==> src/rtl/embeddening_if.sv <==
// embeddening_if: coefficient-pair stream into the embedder and the saturated result stream out of it.
interface embeddening_if #(parameter int DW = 32);
    logic                 in_valid;
    logic signed [DW-1:0] LL1;
    logic signed [DW-1:0] LL2;
    logic signed [DW-1:0] alpha;
    logic                 out_valid;
    logic signed [DW-1:0] LLNEW;
    logic                 sat_flag;
    modport master(output in_valid, LL1, LL2, alpha, input out_valid, LLNEW, sat_flag);
    modport slave(input in_valid, LL1, LL2, alpha, output out_valid, LLNEW, sat_flag);
endinterface

==> src/rtl/embeddening.sv <==
// embeddening: two-stage additive watermark embedder, LLNEW = sat(LL1 + (LL2*alpha >>> FRAC_BITS)).
module embeddening #(
    parameter int DW        = 32,
    parameter int FRAC_BITS = 0
) (
    input  logic      clk,
    input  logic      rst_n,
    embeddening_if.slave bus
);
    localparam int W = 2*DW + 1;
    logic                  v1_q, v1_d, out_valid_q, out_valid_d, sat_q, sat_d, ovf;
    logic signed [W-1:0]   p1_q, p1_d, scaled, sum;
    logic signed [2*DW-1:0] prod_q, prod_d;
    logic [DW-1:0]         llnew_q, llnew_d;
    always_comb begin
        v1_d        = bus.in_valid;
        p1_d        = bus.in_valid ? {{(DW+1){bus.LL1[DW-1]}}, bus.LL1} : p1_q;
        prod_d      = bus.in_valid ? $signed({{DW{bus.LL2[DW-1]}}, bus.LL2}) * $signed({{DW{bus.alpha[DW-1]}}, bus.alpha}) : prod_q;
        scaled      = $signed({prod_q[2*DW-1], prod_q}) >>> FRAC_BITS;
        sum         = p1_q + scaled;
        // the sum fits DW bits only when every bit above the DW-bit sign matches it
        ovf         = sum[W-1:DW-1] != {(DW+2){sum[W-1]}};
        out_valid_d = v1_q;
        llnew_d     = !v1_q ? llnew_q : ovf ? {sum[W-1], {(DW-1){~sum[W-1]}}} : sum[DW-1:0];
        sat_d       = v1_q ? ovf : sat_q;
    end
    always_ff @(posedge clk or negedge rst_n) begin
        if (!rst_n) begin
            v1_q        <= 1'b0;
            p1_q        <= '0;
            prod_q      <= '0;
            out_valid_q <= 1'b0;
            llnew_q     <= '0;
            sat_q       <= 1'b0;
        end else begin
            v1_q        <= v1_d;
            p1_q        <= p1_d;
            prod_q      <= prod_d;
            out_valid_q <= out_valid_d;
            llnew_q     <= llnew_d;
            sat_q       <= sat_d;
        end
    end
    assign bus.out_valid = out_valid_q;
    assign bus.LLNEW     = llnew_q;
    assign bus.sat_flag  = sat_q;
endmodule

==> src/flat_wrapper.sv <==
// flat-port wrapper written by rule: the top's interface ports become plain ports
module embeddening_flat 
#(
    parameter int DW        = 32,
    parameter int FRAC_BITS = 0
)
  (clk, rst_n, bus_in_valid, bus_LL1, bus_LL2, bus_alpha, bus_out_valid, bus_LLNEW, bus_sat_flag);
  embeddening_if #(.DW(DW)) bus_i ();
  input  logic clk;
  input  logic rst_n;
  input wire logic [$bits(bus_i.in_valid)-1:0] bus_in_valid;
  input wire logic [$bits(bus_i.LL1)-1:0] bus_LL1;
  input wire logic [$bits(bus_i.LL2)-1:0] bus_LL2;
  input wire logic [$bits(bus_i.alpha)-1:0] bus_alpha;
  output wire logic [$bits(bus_i.out_valid)-1:0] bus_out_valid;
  output wire logic [$bits(bus_i.LLNEW)-1:0] bus_LLNEW;
  output wire logic [$bits(bus_i.sat_flag)-1:0] bus_sat_flag;
  assign bus_i.in_valid = bus_in_valid;
  assign bus_i.LL1 = bus_LL1;
  assign bus_i.LL2 = bus_LL2;
  assign bus_i.alpha = bus_alpha;
  assign bus_out_valid = bus_i.out_valid;
  assign bus_LLNEW = bus_i.LLNEW;
  assign bus_sat_flag = bus_i.sat_flag;
  embeddening #(.DW(DW), .FRAC_BITS(FRAC_BITS)) u_core (.clk(clk), .rst_n(rst_n), .bus(bus_i));
endmodule
==> config.mk <==
export PLATFORM = sky130hd
export DESIGN_NAME = embeddening_flat
export DESIGN_NICKNAME = d
export VERILOG_FILES = /design/src/rtl/embeddening_if.sv /design/src/rtl/embeddening.sv /design/src/flat_wrapper.sv
export SDC_FILE = /design/constraint.sdc
export NUM_CORES = 2
export LEC_CHECK = 0
export CORE_ASPECT_RATIO = 0.75
export CORE_MARGIN = 4
export CORE_UTILIZATION = 40
export CTS_CLUSTER_SIZE = 16
export DETAILED_ROUTE_END_ITERATION = 8
export MAX_ROUTING_LAYER = met4
export PLACE_DENSITY = 0.58
export SYNTH_ARGS = -nofsm -noshare
export SYNTH_HDL_FRONTEND = slang
export SYNTH_SLANG_ARGS = --single-unit
export TNS_END_PERCENT = 30
==> constraint.sdc <==
create_clock -name clk -period 4.19 [get_ports clk]
set_input_delay 0.419 -clock clk [delete_from_list [all_inputs] [get_ports clk]]
set_output_delay 0.419 -clock clk [all_outputs]
set_load 0.01 [all_outputs]
==> results_tabular.tex <==
\begin{tabular}{lr}
\hline
Metric & Value \\
\hline
\multicolumn{2}{l}{\textbf{Global routing}} \\
\quad Wire length of the first global-routing pass & 219000 microns \\
\quad Final global-route overflow total & 0 \\
\quad Largest net degree at the start of global routing & 70 \\
\quad Number of global-route vias before repair & 39100 \\
\quad Total routing usage reported by global routing & 23.9\% \\
\quad Antenna violations before repair & 4 \\
\multicolumn{2}{l}{\textbf{Logic synthesis}} \\
\quad Syn Area/Cell & roughly 9.3 sq um \\
\quad Number of cells produced by synthesis & 4877 \\
\quad Synth Net Count & 6307 \\
\quad Register bit count reported by yosys & 131 \\
\quad Proportion of register bits with asynchronous set or reset after synthesis & 100\% \\
\quad Count of cell types in the netlist & 75 \\
\quad Number of enable flip-flop cells after synthesis & 0 \\
\quad Synthesized area & between 40000 and 50000 sq um \\
\quad Yosys warns & 0 \\
\quad Main flop type after synthesis & sky130\_fd\_sc\_hd\_\_dfrtp\_1 \\
\quad Sequential cell area fraction in the yosys report & 7.23\% \\
\multicolumn{2}{l}{\textbf{Setup path}} \\
\quad Setup CP Type & primary input to flip-flop \\
\quad R2R Path Start & u\_core.prod\_q[20] \\
\quad Number of buffers and inverters on the critical path & 9 \\
\quad Minimum setup slack among reg-to-reg paths & -0.16 ns \\
\quad Origin of the worst setup path & bus\_LL2[24] \\
\quad Worst Reg-to-Reg Cells & 16 \\
\quad Worst stage delay on the critical path & 0.55 ns \\
\quad CP required & $\sim$4.5 ns \\
\quad Maximum fanout along the worst path & 8 \\
\quad Critical path data arrival time & 7.95 ns \\
\quad Element type at the critical path end & flip-flop \\
\quad Endpoint of the lowest-slack register-to-register path & u\_core.bus.LLNEW[30] \\
\quad CP endpoint & u\_core.prod\_q[59] \\
\quad Critical Path Most Common Cell & sky130\_fd\_sc\_hd\_\_fa\_1 \\
\quad Top Family by Delay on Critical Path & adder cells \\
\quad Worst setup SP type & primary input \\
\quad Critical Path Slowest Stage Cell & sky130\_fd\_sc\_hd\_\_fa\_1 \\
\quad Number of logic stages on the critical path including buffering & 31 \\
\multicolumn{2}{l}{\textbf{Detailed routing}} \\
\quad DRC violations left & 0 \\
\quad Routed Antenna Nets & 0 \\
\quad Average vias per placed instance & 5.01 \\
\quad Routed WL & 132000 microns \\
\quad Violation count after the first detailed-routing iteration & just under 2000 \\
\quad Per-cell routed wire length & about 19 microns \\
\quad Via Count & $\sim$35000 \\
\quad TritonRoute pass-1 iters & 5 \\
\multicolumn{2}{l}{\textbf{Clock tree}} \\
\quad Reg clk slew, reported paths & 0.06 ns \\
\quad Clock tree root buffer cell & sky130\_fd\_sc\_hd\_\_clkbuf\_16 \\
\quad Cts bufs inserted & 17 \\
\quad Latest clock arrival within the worst-skew pair & 0.45 ns \\
\quad CTS tree & done \\
\quad Buffer depth of the longest clock path & 2 \\
\quad TritonCTS sink count & 131 \\
\quad CTS H-tree lvls & 4 \\
\multicolumn{2}{l}{\textbf{Placed design}} \\
\quad HPWL reported at the end of detailed placement & 106000 microns \\
\quad Number of placed instances with taps included & 6830 \\
\quad Final weighted congestion in routability-driven placement & slightly below 0.9 \\
\quad Number of input and output port buffers inserted & roughly 130 \\
\multicolumn{2}{l}{\textbf{Timing}} \\
\quad Count of pins over their slew limit & 0 \\
\quad Worst Max-Slew Pin Slew & 1.01 ns \\
\quad Hold Fails Final Rpt & 0 \\
\quad Highest clock frequency the design can meet & 131 MHz \\
\quad Post-route clock skew & $\sim$0.017 ns \\
\quad Setup repair after global routing missed its margin & yes \\
\quad Share of the clock period used by the worst path after layout & 182\% \\
\quad Setup violators final & 88 \\
\quad Worst setup slack after layout & -3.42 ns \\
\quad Worst max-slew margin expressed relative to the limit & 32.8\% \\
\quad Final hold slack & approximately 0.42 ns \\
\quad Final sum of negative setup slack & -152.39 ns \\
\quad Post-layout minimum cycle time & 7.61 ns \\
\multicolumn{2}{l}{\textbf{Floorplanning}} \\
\quad Die Y & 299 microns \\
\quad Floorplan row count & 106 \\
\quad Total die area & 119000 sq um \\
\quad Floorplan core area & around 110000 sq um \\
\quad Horizontal die dimension & between 300 and 400 microns \\
\quad Initial Utilization & 40.5\% \\
\quad Number of I/O pins & 133 \\
\multicolumn{2}{l}{\textbf{Min path}} \\
\quad Depth of the worst hold-timing path & 1 \\
\quad Worst hold path type & primary input to flip-flop \\
\multicolumn{2}{l}{\textbf{Final layout}} \\
\quad Non-Filler Instances & 7053 \\
\quad Share of cells above drive strength 1 & 22.6\% \\
\quad Synth-to-layout area growth & 26.2\% \\
\quad Count of nets after finishing & between 6000 and 7000 \\
\multicolumn{2}{l}{\textbf{Flow run}} \\
\quad Max-Cap Viols & 0 \\
\multicolumn{2}{l}{\textbf{Status}} \\
\quad Result of the run & complete, but fails checks \\
\quad Violations in the final reports & negative setup slack \\
\hline
\end{tabular}
layout by cell type, fill, tap and decap left out, types with 12 or more instances in the layout:
cell	count
sky130_fd_sc_hd__fa_1	1015
sky130_fd_sc_hd__inv_1	990
sky130_fd_sc_hd__nand2_1	597
sky130_fd_sc_hd__buf_4	581
sky130_fd_sc_hd__and2_1	457
sky130_fd_sc_hd__ha_1	210
sky130_fd_sc_hd__dfrtp_1	131
sky130_fd_sc_hd__a21oi_1	112
sky130_fd_sc_hd__nor2_1	100
sky130_fd_sc_hd__a21o_1	85
sky130_fd_sc_hd__xnor2_1	80
sky130_fd_sc_hd__mux2_2	75
sky130_fd_sc_hd__buf_12	73
sky130_fd_sc_hd__buf_6	70
sky130_fd_sc_hd__fa_2	68
sky130_fd_sc_hd__clkdlybuf4s50_1	66
sky130_fd_sc_hd__o21ai_0	57
sky130_fd_sc_hd__and2_4	45
sky130_fd_sc_hd__nand4_1	43
sky130_fd_sc_hd__xor2_1	39
sky130_fd_sc_hd__inv_2	37
sky130_fd_sc_hd__ha_4	36
sky130_fd_sc_hd__a221o_1	30
sky130_fd_sc_hd__buf_8	28
sky130_fd_sc_hd__a21oi_2	26
sky130_fd_sc_hd__nand3_1	24
sky130_fd_sc_hd__bufbuf_16	24
sky130_fd_sc_hd__buf_2	24
sky130_fd_sc_hd__nor3_1	21
sky130_fd_sc_hd__nand2b_1	20
sky130_fd_sc_hd__o21ai_1	18
sky130_fd_sc_hd__o21bai_1	17
sky130_fd_sc_hd__clkbuf_16	17
sky130_fd_sc_hd__o21a_1	16
sky130_fd_sc_hd__o21ai_2	15
sky130_fd_sc_hd__nand2_2	13
sky130_fd_sc_hd__and3_1	13
sky130_fd_sc_hd__a31oi_1	12
sky130_fd_sc_hd__nor2b_1	12
timing repair:
| item | CTS | global route |
|---|---|---|
| gates resized for setup | 594 | 130 |
| gates cloned | 31 | 0 |
| buffers inserted | 139 | 22 |
| hold buffers | 1 | 0 |
| hold endpoints to repair | 62 | 0 |
| pin swaps | 285 | 136 |
| endpoints found under the setup margin | 89 | 89 |
sequential cells by signal, indices dropped and copies added (netlist names):
signal                count
u_core.bus.LLNEW         32
u_core.bus.out_valid      1
u_core.bus.sat_flag       1
u_core.out_valid_d        1
u_core.p1_q              32
u_core.prod_q            64
cells in the mapped netlist, types with 4 or more instances:
master,count,share of area (%)
sky130_fd_sc_hd__fa_1,1083,48
sky130_fd_sc_hd__inv_1,1028,8.5
sky130_fd_sc_hd__nand2_1,616,5.1
sky130_fd_sc_hd__and2_1,503,6.9
sky130_fd_sc_hd__clkbuf_1,256,2.1
sky130_fd_sc_hd__ha_1,248,6.8
sky130_fd_sc_hd__a21oi_1,141,1.6
sky130_fd_sc_hd__dfrtp_1,131,7.2
sky130_fd_sc_hd__nor2_1,108,0.89
sky130_fd_sc_hd__a21o_1,85,1.4
sky130_fd_sc_hd__xnor2_1,84,1.6
sky130_fd_sc_hd__o21ai_0,82,0.91
sky130_fd_sc_hd__mux2_2,79,2.0
sky130_fd_sc_hd__nand4_1,43,0.59
sky130_fd_sc_hd__xor2_1,41,0.79
sky130_fd_sc_hd__a221o_1,30,0.66
sky130_fd_sc_hd__nand3_1,28,0.31
sky130_fd_sc_hd__nor3_1,26,0.29
sky130_fd_sc_hd__nand2b_1,21,0.29
sky130_fd_sc_hd__o21bai_1,18,0.30
sky130_fd_sc_hd__a211oi_1,16,0.27
sky130_fd_sc_hd__o21a_1,16,0.27
sky130_fd_sc_hd__a31oi_1,15,0.21
sky130_fd_sc_hd__and3_1,15,0.21
sky130_fd_sc_hd__nor2b_1,12,0.17
sky130_fd_sc_hd__o211ai_1,11,0.18
sky130_fd_sc_hd__o21ai_1,10,0.11
sky130_fd_sc_hd__o31ai_1,9,0.15
sky130_fd_sc_hd__or2_2,9,0.12
sky130_fd_sc_hd__or3_1,9,0.12
sky130_fd_sc_hd__and4_1,7,0.14
sky130_fd_sc_hd__nor4_1,7,0.097
sky130_fd_sc_hd__o31a_1,7,0.14
sky130_fd_sc_hd__a31o_2,5,0.097
sky130_fd_sc_hd__a41oi_1,5,0.097
sky130_fd_sc_hd__a2111oi_0,4,0.077
sky130_fd_sc_hd__a211o_1,4,0.077
sky130_fd_sc_hd__buf_6,4,0.099
sky130_fd_sc_hd__mux2i_1,4,0.088
sky130_fd_sc_hd__o2111ai_1,4,0.077
layout make-up:
cell class                      count  area [sq um]
Fill cell                       10300         54800
Clock inverter                     13           174
Tap cell                         1512          1890
Timing Repair Buffer              896          8960
Clock buffer                       19           433
Multi-Input combinational cell   3453         38600
Inverter                         1028          3860
Antenna cell                        1          2.50
Sequential cell                   131          3280
kinds of logic (layout without fill, tap and decap cells):
kind of cell,count (synthesis),after routing,synth area share [%]
xor+xnor,125,125,2.42
compound gates,494,494,7.23
flops,131,131,7.23
other cells,0,1,0
simple gates,1420,1420,15.6
mux,83,83,2.05
fa+ha+maj,1331,1331,54.7
buf+inv,1293,1956,10.8
through the flow:
| step | setup slack, ns | util (%) | cell area (sq um) |
|---|---|---|---|
| global placement | -4.33 | 47.0 | 52600 |
| CTS | -3.32 | 50.5 | 56500 |
| detailed placement | -4.43 | 47.0 | 52600 |
| global route | -3.64 | 51.1 | 57200 |
| finish | -3.42 | 51.1 | 57200 |
| floorplan | -3.53 | - | 45600 |
per-layer routing:
metal | GRT usage, % | vias up | share of wire (%)
met1 | 32.9 | 18300 | 45
li1 | - | 16000 | -
met4 | 3.98 | 0 | 1.8
met5 | - | - | 0
met3 | 2.78 | 148 | 5.4
met2 | 39.0 | 847 | 48
worst min path at each step:
stage / from / end / slack [ns]
after CTS: bus_in_valid / u_core.out_valid_d / 0.47
final: bus_in_valid / u_core.out_valid_d / 0.42
after global routing: bus_in_valid / u_core.out_valid_d / 0.49
after floorplan: rst_n / u_core.bus.LLNEW[0] / 0.12
after global placement: rst_n / u_core.p1_q[0] / 0.43
after detailed placement: rst_n / u_core.bus.LLNEW[3] / 0.44
Power is not shown: default switching activity piles up to over one toggle a cycle in this logic, so the estimate is an artifact.
